## config.mk

```make
export PLATFORM = sky130hd
export DESIGN_NAME = mem_access_arbiter_flat
export DESIGN_NICKNAME = d
export VERILOG_FILES = /design/src/rtl/mem_access_arbiter_if.sv /design/src/rtl/mem_access_arbiter.sv /design/src/flat_wrapper.sv
export SDC_FILE = /design/constraint.sdc
export NUM_CORES = 1
export LEC_CHECK = 0
export BUFFER_PORTS_ARGS = -buffer_cell sky130_fd_sc_hd__buf_2
export CAP_MARGIN = 20
export CORE_AREA = 4 4 90 92
export DETAILED_ROUTE_END_ITERATION = 8
export DIE_AREA = 0 0 94 96
export PLACE_DENSITY = 0.84
export RECOVER_POWER = 50
export SYNTH_ARGS = -nofsm -noshare
export SYNTH_HDL_FRONTEND = slang
export SYNTH_SLANG_ARGS = --single-unit
```

## constraint.sdc

```tcl
create_clock -name clk -period 1.3 [get_ports clk]
set_input_delay 0.065 -clock clk [delete_from_list [all_inputs] [get_ports clk]]
set_output_delay 0.065 -clock clk [all_outputs]
set_load 0.01 [all_outputs]
```

## src/rtl/mem_access_arbiter_if.sv

```systemverilog
// rtl/mem_access_arbiter_if.sv - requester and memory port bundle for mem_access_arbiter
interface mem_access_arbiter_if #(
  parameter int DATA_WIDTH = 16,
  parameter int ADDR_WIDTH = 16
);
  logic                  if_req_i;
  logic [ADDR_WIDTH-1:0] if_addr_i;
  logic                  if_ack_o;
  logic [DATA_WIDTH-1:0] if_rdata_o;
  logic                  d_req_i;
  logic                  d_we_i;
  logic [ADDR_WIDTH-1:0] d_addr_i;
  logic [DATA_WIDTH-1:0] d_wdata_i;
  logic                  d_ack_o;
  logic [DATA_WIDTH-1:0] d_rdata_o;
  logic [ADDR_WIDTH-1:0] mem_addr;
  logic [DATA_WIDTH-1:0] mem_wdata;
  logic                  mem_mem_ena;
  logic                  mem_wr_ena;
  logic [DATA_WIDTH-1:0] mem_rdata;
  logic                  busy_o;

  // Arbiter side
  modport slave (
    input  if_req_i, if_addr_i, d_req_i, d_we_i, d_addr_i, d_wdata_i, mem_rdata,
    output if_ack_o, if_rdata_o, d_ack_o, d_rdata_o,
    output mem_addr, mem_wdata, mem_mem_ena, mem_wr_ena, busy_o
  );

  // Requester and memory side
  modport master (
    output if_req_i, if_addr_i, d_req_i, d_we_i, d_addr_i, d_wdata_i, mem_rdata,
    input  if_ack_o, if_rdata_o, d_ack_o, d_rdata_o,
    input  mem_addr, mem_wdata, mem_mem_ena, mem_wr_ena, busy_o
  );
endinterface

```

## src/rtl/mem_access_arbiter.sv

```systemverilog
// rtl/mem_access_arbiter.sv - round-robin fetch/data sequencer for one synchronous memory port
module mem_access_arbiter #(
  parameter int DATA_WIDTH = 16,
  parameter int ADDR_WIDTH = 16,
  parameter int RD_LATENCY = 2,
  parameter int WR_LATENCY = 1
) (
  input  logic                  clk,
  input  logic                  reset,
  mem_access_arbiter_if.slave   bus
);

  localparam int MAX_LAT = (RD_LATENCY > WR_LATENCY) ? RD_LATENCY : WR_LATENCY;
  localparam int CW      = $clog2(MAX_LAT + 1);

  generate
    if (RD_LATENCY < 1 || WR_LATENCY < 1) begin : g_bad_latency
      $error("mem_access_arbiter: RD_LATENCY and WR_LATENCY must be >= 1");
    end
  endgenerate

  typedef enum logic [1:0] {
    S_IDLE   = 2'd0,
    S_ACCESS = 2'd1,
    S_ACK    = 2'd2
  } state_t;

  state_t        r_state;
  logic [CW-1:0] r_cnt;
  logic          r_gnt_d;
  logic          r_last_d;
  logic          r_we;

  logic w_any_req;
  logic w_gnt_d;

  assign w_any_req = bus.if_req_i | bus.d_req_i;
  // Data wins when alone, or in a conflict when fetch had the previous grant
  assign w_gnt_d   = bus.d_req_i & (~bus.if_req_i | ~r_last_d);

  always_ff @(posedge clk) begin
    if (reset) begin
      r_state         <= S_IDLE;
      r_cnt           <= '0;
      r_gnt_d         <= 1'b0;
      r_last_d        <= 1'b0;
      r_we            <= 1'b0;
      bus.if_ack_o    <= 1'b0;
      bus.if_rdata_o  <= '0;
      bus.d_ack_o     <= 1'b0;
      bus.d_rdata_o   <= '0;
      bus.mem_addr    <= '0;
      bus.mem_wdata   <= '0;
      bus.mem_mem_ena <= 1'b0;
      bus.mem_wr_ena  <= 1'b0;
      bus.busy_o      <= 1'b0;
    end else begin
      case (r_state)
        S_IDLE: begin
          bus.if_ack_o <= 1'b0;
          bus.d_ack_o  <= 1'b0;
          if (w_any_req) begin
            r_gnt_d         <= w_gnt_d;
            r_last_d        <= w_gnt_d;
            r_we            <= w_gnt_d & bus.d_we_i;
            bus.mem_addr    <= w_gnt_d ? bus.d_addr_i : bus.if_addr_i;
            bus.mem_wdata   <= w_gnt_d ? bus.d_wdata_i : '0;
            bus.mem_mem_ena <= 1'b1;
            bus.mem_wr_ena  <= w_gnt_d & bus.d_we_i;
            r_cnt           <= (w_gnt_d && bus.d_we_i) ? CW'(WR_LATENCY) : CW'(RD_LATENCY);
            bus.busy_o      <= 1'b1;
            r_state         <= S_ACCESS;
          end
        end
        S_ACCESS: begin
          r_cnt <= r_cnt - CW'(1);
          if (r_cnt == CW'(1)) begin
            if (!r_we) begin
              if (r_gnt_d) bus.d_rdata_o  <= bus.mem_rdata;
              else         bus.if_rdata_o <= bus.mem_rdata;
            end
            bus.mem_mem_ena <= 1'b0;
            bus.mem_wr_ena  <= 1'b0;
            bus.d_ack_o     <= r_gnt_d;
            bus.if_ack_o    <= ~r_gnt_d;
            r_state         <= S_ACK;
          end
        end
        S_ACK: begin
          bus.if_ack_o <= 1'b0;
          bus.d_ack_o  <= 1'b0;
          bus.busy_o   <= 1'b0;
          r_state      <= S_IDLE;
        end
        default: begin
          r_state <= S_IDLE;
        end
      endcase
    end
  end

endmodule

```

## src/flat_wrapper.sv

```systemverilog
// flat-port wrapper written by rule: the top's interface ports become plain ports
module mem_access_arbiter_flat 
#(
  parameter int DATA_WIDTH = 16,
  parameter int ADDR_WIDTH = 16,
  parameter int RD_LATENCY = 2,
  parameter int WR_LATENCY = 1
)
  (clk, reset, bus_if_req_i, bus_if_addr_i, bus_d_req_i, bus_d_we_i, bus_d_addr_i, bus_d_wdata_i, bus_mem_rdata, bus_if_ack_o, bus_if_rdata_o, bus_d_ack_o, bus_d_rdata_o, bus_mem_addr, bus_mem_wdata, bus_mem_mem_ena, bus_mem_wr_ena, bus_busy_o);
  mem_access_arbiter_if #(.DATA_WIDTH(DATA_WIDTH), .ADDR_WIDTH(ADDR_WIDTH)) bus_i ();
  input  logic clk;
  input  logic reset;
  input wire logic [$bits(bus_i.if_req_i)-1:0] bus_if_req_i;
  input wire logic [$bits(bus_i.if_addr_i)-1:0] bus_if_addr_i;
  input wire logic [$bits(bus_i.d_req_i)-1:0] bus_d_req_i;
  input wire logic [$bits(bus_i.d_we_i)-1:0] bus_d_we_i;
  input wire logic [$bits(bus_i.d_addr_i)-1:0] bus_d_addr_i;
  input wire logic [$bits(bus_i.d_wdata_i)-1:0] bus_d_wdata_i;
  input wire logic [$bits(bus_i.mem_rdata)-1:0] bus_mem_rdata;
  output wire logic [$bits(bus_i.if_ack_o)-1:0] bus_if_ack_o;
  output wire logic [$bits(bus_i.if_rdata_o)-1:0] bus_if_rdata_o;
  output wire logic [$bits(bus_i.d_ack_o)-1:0] bus_d_ack_o;
  output wire logic [$bits(bus_i.d_rdata_o)-1:0] bus_d_rdata_o;
  output wire logic [$bits(bus_i.mem_addr)-1:0] bus_mem_addr;
  output wire logic [$bits(bus_i.mem_wdata)-1:0] bus_mem_wdata;
  output wire logic [$bits(bus_i.mem_mem_ena)-1:0] bus_mem_mem_ena;
  output wire logic [$bits(bus_i.mem_wr_ena)-1:0] bus_mem_wr_ena;
  output wire logic [$bits(bus_i.busy_o)-1:0] bus_busy_o;
  assign bus_i.if_req_i = bus_if_req_i;
  assign bus_i.if_addr_i = bus_if_addr_i;
  assign bus_i.d_req_i = bus_d_req_i;
  assign bus_i.d_we_i = bus_d_we_i;
  assign bus_i.d_addr_i = bus_d_addr_i;
  assign bus_i.d_wdata_i = bus_d_wdata_i;
  assign bus_i.mem_rdata = bus_mem_rdata;
  assign bus_if_ack_o = bus_i.if_ack_o;
  assign bus_if_rdata_o = bus_i.if_rdata_o;
  assign bus_d_ack_o = bus_i.d_ack_o;
  assign bus_d_rdata_o = bus_i.d_rdata_o;
  assign bus_mem_addr = bus_i.mem_addr;
  assign bus_mem_wdata = bus_i.mem_wdata;
  assign bus_mem_mem_ena = bus_i.mem_mem_ena;
  assign bus_mem_wr_ena = bus_i.mem_wr_ena;
  assign bus_busy_o = bus_i.busy_o;
  mem_access_arbiter #(.DATA_WIDTH(DATA_WIDTH), .ADDR_WIDTH(ADDR_WIDTH), .RD_LATENCY(RD_LATENCY), .WR_LATENCY(WR_LATENCY)) u_core (.clk(clk), .reset(reset), .bus(bus_i));
endmodule
```

Word level (Yosys, flattened, before mapping)
Cells that the tools add are included. Widths: inputs -> output; s select.

Reductions and logical operators: 14. Bitwise gates (word level): 7. Equal/unequal tests: 5. Multiplexer cells: 18. $add $sub $neg: 1.

Operators with widths (count): $mux 16 (2); $pmux 1 s2 (5); $reduce_and 2->1 (5); $mux 2 (4); $pmux 2 s2 (2); $reduce_and 4->1 (2); $reduce_bool 2->1 (3); $mux 1 (5); $eq 2x1->1 const B (2); $ne 2x1->1 const B (2); $not 1->1 (3); $reduce_and 3->1 (1); $and 1x1->1 (2); $eq 2x2->1 const B (1); $logic_not 2->1 (1); $or 1x1->1 (2); $reduce_or 2->1 (1); $sub 2x1->2 const B (1); $logic_and 1x1->1 (1).

Word-level logic and storage cells: 58. Input port bits: 69. Register bits after elaboration: 75.

Depth between registers and ports, before layout
Depth after elaboration: 7. Mapped depth: 7. Gate-level depth less buffers: 6.

Worst setup path before layout
Ideal clock, no wire load.

Kind: register to register. Start point: reg u_core.r_state[0]. End point: reg u_core.bus.if_rdata_o[0]. Clock period less this slack: 1.418 ns. Buffers on the path: 2. Path slack: -0.118 ns. Data arrival time: 1.291 ns. Setup time: 0.128 ns. Cell stages (with the launch flop): 7. Cell sequence: dfxtp_1 -> nor2b_4 -> and4bb_1 -> buf_6 -> buf_12 -> mux2i_1 -> nor2_1.

Longest elaborated chain between the ends: 2.

Ends and longest elaborated chain: start: declaration (RTL line mem_access_arbiter.sv:28) `state_t r_state;`; start signal: assignment (RTL line mem_access_arbiter.sv:43) `r_state <= S_IDLE;`; start signal: assignment (RTL line mem_access_arbiter.sv:72) `r_state <= S_ACCESS;`; start signal: assignment (RTL line mem_access_arbiter.sv:86) `r_state <= S_ACK;`; $eq 2x1->1 (RTL line mem_access_arbiter.sv:58) `case (r_state)`; $reduce_and 4->1 (no source line); end signal: assignment (RTL line mem_access_arbiter.sv:80) `else bus.if_rdata_o <= bus.mem_rdata;`; end: declaration (RTL line mem_access_arbiter_if.sv:26) `output if_ack_o, if_rdata_o, d_ack_o, d_rdata_o,`.

No other way between the ends. A chain may end at the register's enable or synchronous reset.

Final worst setup path
Start point: reg u_core.r_state[0]. End point: reg u_core.bus.mem_addr[1].

Longest elaborated chain between the ends: 2.

Ends and longest elaborated chain: $logic_not 2->1 (RTL line mem_access_arbiter.sv:58); $reduce_and 2->1 (no source line); end signal: assignment (RTL line mem_access_arbiter.sv:66) `bus.mem_addr <= w_gnt_d ? bus.d_addr_i : bus.if_addr_i;`; end: declaration (RTL line mem_access_arbiter_if.sv:27) `output mem_addr, mem_wdata, mem_mem_ena, mem_wr_ena, busy_o`.

No other way between the ends.

==> impl_metrics.py <==
metrics = {
    "global_routing": {
        "grt_max_degree": 42,
        "grt_overflow": 0,
        "antenna_found_initial": 0,
        "grt_usage_pct": 20.4,
        "grt_pass1_wl_um": 14400,
        "grt_pass1_vias": 3115,
    },
    "synth": {
        "syn_area_sq_mm": 0.00290,
        "syn_area_per_cell_sq_um": 9.48,
        "yosysWarnings": 0,
        "synth_nets": 377,
        "seq_area_frac_synth_pct": 51.8,
        "synth_cell_types": 35,
        "syn-instance-count": 306,
        "synth_seq_cells": 75,
    },
    "cts": {
        "cts_inserted_buffers": 9,
        "clockRootBuffer": "clkbuf_8",
        "clk_pin_slew_ns": 0.07,
        "cts_tree": "built",
        "cts_buffer_depth": 2,
        "cts.sinks": 75,
        "clock_latency_ns": 0.33,
        "htree_num_levels": 3,
    },
    "floorplanning": {
        "rows": 31,
        "initial_core_util_pct": 40.2,
        "die_w_um": 94,
        "die_area_sq_mm": 0.00902,
        "die_y_um": 96,
        "pin_count": 138,
        "core-area_sq_mm": 0.00721,
    },
    "sta": {
        "rsz0062_at_grt": "true",
        "worstMarginPinSlew_ns": 0.525,
        "slew_headroom_pct": 65.0,
        "setup_viol": 31,
        "maxSlewViolCount": 0,
        "period_needed_ns": 1.37,
        "hold_viol": 0,
        "post-route-period-util_pct": 106,
        "setup_ws_ns": -0.0738,
        "fmax_mhz": 728,
        "fin_skew_ns": 0.00632,
    },
    "placement": {
        "dp_hpwl_um": 5450,
        "place_congestion": 0.802,
        "io_buffers": 137,
        "place_area_sq_mm": 0.00378,
        "place_ws_ns": -0.0997,
    },
    "power_and_ir_drop": {
        "p_leak_nw": 2.13,
        "power-per-cell-area_mw_per_mm2": 1140,
        "max-vdd-ir-drop_mv": 0.815,
        "p_total_mw": 5.44,
    },
    "cells_and_area": {
        "fin_nets": 586,
        "antenna_cells": 0,
        "syn_to_final_growth_pct": 64.7,
        "drive_above_1_share_pct": 30.6,
        "fin_area_sq_mm": 0.00478,
        "fillers": 581,
        "final_cell_mix": "buf_2 (93), nor2_1 (72), dfxtp_1 (71), dlygate4sd3_1 (58), clkbuf_1 (44)",
        "final_common_cell": "buf_2",
        "final_core_util_pct": 66.2,
    },
    "detailed_routing": {
        "route.detailed.drc": 0,
        "drt_wl_total_um": 9470,
        "final_antenna_net_count": 0,
        "post_drt_wl_per_cell_um": 15.3,
        "drtIter0Drc": 156,
        "drt-pass1-iter-count": 4,
        "routed-via-count": 3048,
        "vias_per_cell": 4.93,
    },
    "hold_path": {
        "hold_class": "input pin to register",
        "min_path_cells": 3,
    },
    "run_status": {
        "status": "finished with violations",
        "violations": "negative setup slack",
    },
    "critical_path": {
        "worstRegToRegCells": 6,
        "crit_type": "register to register",
        "worst_setup_path_start_kind": "register",
        "critPathCaptureType": "register",
        "cp_data_arrival_time_ns": 1.56,
        "crit_required_ns": 1.48,
        "worstPathMaxFanout": 8,
    },
    "flow_run": {
        "cap_violations": 0,
    },
}
[critical path, stage by stage, from the launching register on]
cell	delay [ns]
dfxtp_4	0.36
or2_4	0.28
nor2_4	0.15
buf_12	0.14
buf_16	0.12
buf_6	0.09
a311oi_1	0.08
[sequential cells by signal (all words and copies together) (netlist names)]
| register | cells |
|---|---|
| u_core.bus.busy_o | 1 |
| u_core.bus.d_ack_o | 1 |
| u_core.bus.d_rdata_o | 16 |
| u_core.bus.if_ack_o | 1 |
| u_core.bus.if_rdata_o | 16 |
| u_core.bus.mem_addr | 16 |
| u_core.bus.mem_mem_ena | 1 |
| u_core.bus.mem_wdata | 16 |
| u_core.bus.mem_wr_ena | 1 |
| u_core.r_cnt | 2 |
| u_core.r_gnt_d | 1 |
| u_core.r_state | 2 |
| u_core.r_we | 1 |
[per-layer routing]
layer	GRT usage, %	up-vias	share of wire, %
met3	4.14	14	6.5
li1	-	1469	-
met5	0	-	0
met4	7.58	0	1.5
met2	39.1	131	54
met1	21.9	1434	37
[area by class of cell]
class                           count  area [sq um]  area share, %
Clock buffer                       11           163           3.40
Multi-Input combinational cell    208          1350           28.3
Timing Repair Buffer              219          1570           32.9
Sequential cell                    75          1510           31.6
Inverter                            2          7.51          0.157
Tap cell                           99           124           2.59
Clock inverter                      4          47.5          0.995
[cell families after synthesis]
kind of cell | Yosys count | synth area share (%)
fa+ha+maj | 2 | 0.863
flops | 75 | 51.8
buf+inv | 24 | 5.22
compound gates | 47 | 12.3
mux | 33 | 11.4
simple gates | 125 | 18.5
[cells in the mapped netlist]
master,n,area share [%]
a211oi_1,1,0.26
a21bo_1,1,0.35
a21o_1,1,0.26
a21oi_1,6,1.0
a21oi_2,1,0.30
a22oi_1,17,4.4
a311oi_1,16,4.8
a31oi_1,1,0.22
and2b_1,1,0.26
and4bb_1,1,0.43
buf_12,1,0.69
buf_2,5,0.86
buf_4,2,0.52
buf_6,4,1.6
clkbuf_1,9,1.2
clkbuf_2,1,0.17
dfxtp_1,75,52
ha_1,2,0.86
inv_1,2,0.26
mux2i_1,33,11
nand2_1,36,4.7
nand2b_1,2,0.43
nand3_1,1,0.17
nand4b_1,1,0.30
nor2_1,73,9.4
nor2_2,1,0.22
nor2b_1,1,0.22
nor2b_4,1,0.47
nor3_1,2,0.35
nor3_4,1,0.56
o21ai_0,2,0.35
o21ai_2,1,0.30
or2_1,1,0.22
or2_2,1,0.22
or2b_1,2,0.52
[metrics by stage]
stage                     cells  setup TNS (ns)  hold WS, ns
after global routing        618           -3.85       0.0194
after global placement      537         -0.0187        0.297
after CTS                   614           -1.18     0.000506
after detailed placement    537           -2.15        0.317
after floorplan             306          -0.504        0.209
final                       618           -1.11       0.0194
[report_power, final]
part | internal, mW | switching [mW]
logic | 0.578 | 0.525
registers | 2.43 | 0.0808
clock network | 1.04 | 0.796
total | 4.04 | 1.40
[worst paths after layout]
kind / from / slack [ns] / to
worst max-delay path: u_core.r_state[0] / -0.07 / u_core.bus.mem_addr[1]
worst min-delay path: bus_if_addr_i[4] / 0.02 / u_core.bus.mem_addr[4]
worst max register to register: u_core.r_state[0] / -0.07 / u_core.bus.mem_addr[1]
worst min register to register: u_core.bus.mem_mem_ena / 0.48 / u_core.bus.mem_mem_ena
[repair_timing]
item	in CTS	in global routing
hold buffers	58	0
hold endpoints to repair	61	0
resized for setup	10	20
pin swaps	7	26
setup buffers	1	2
setup endpoints to repair	51	57
cloned	3	2
Note: power is estimated with default switching activity, not from simulation.
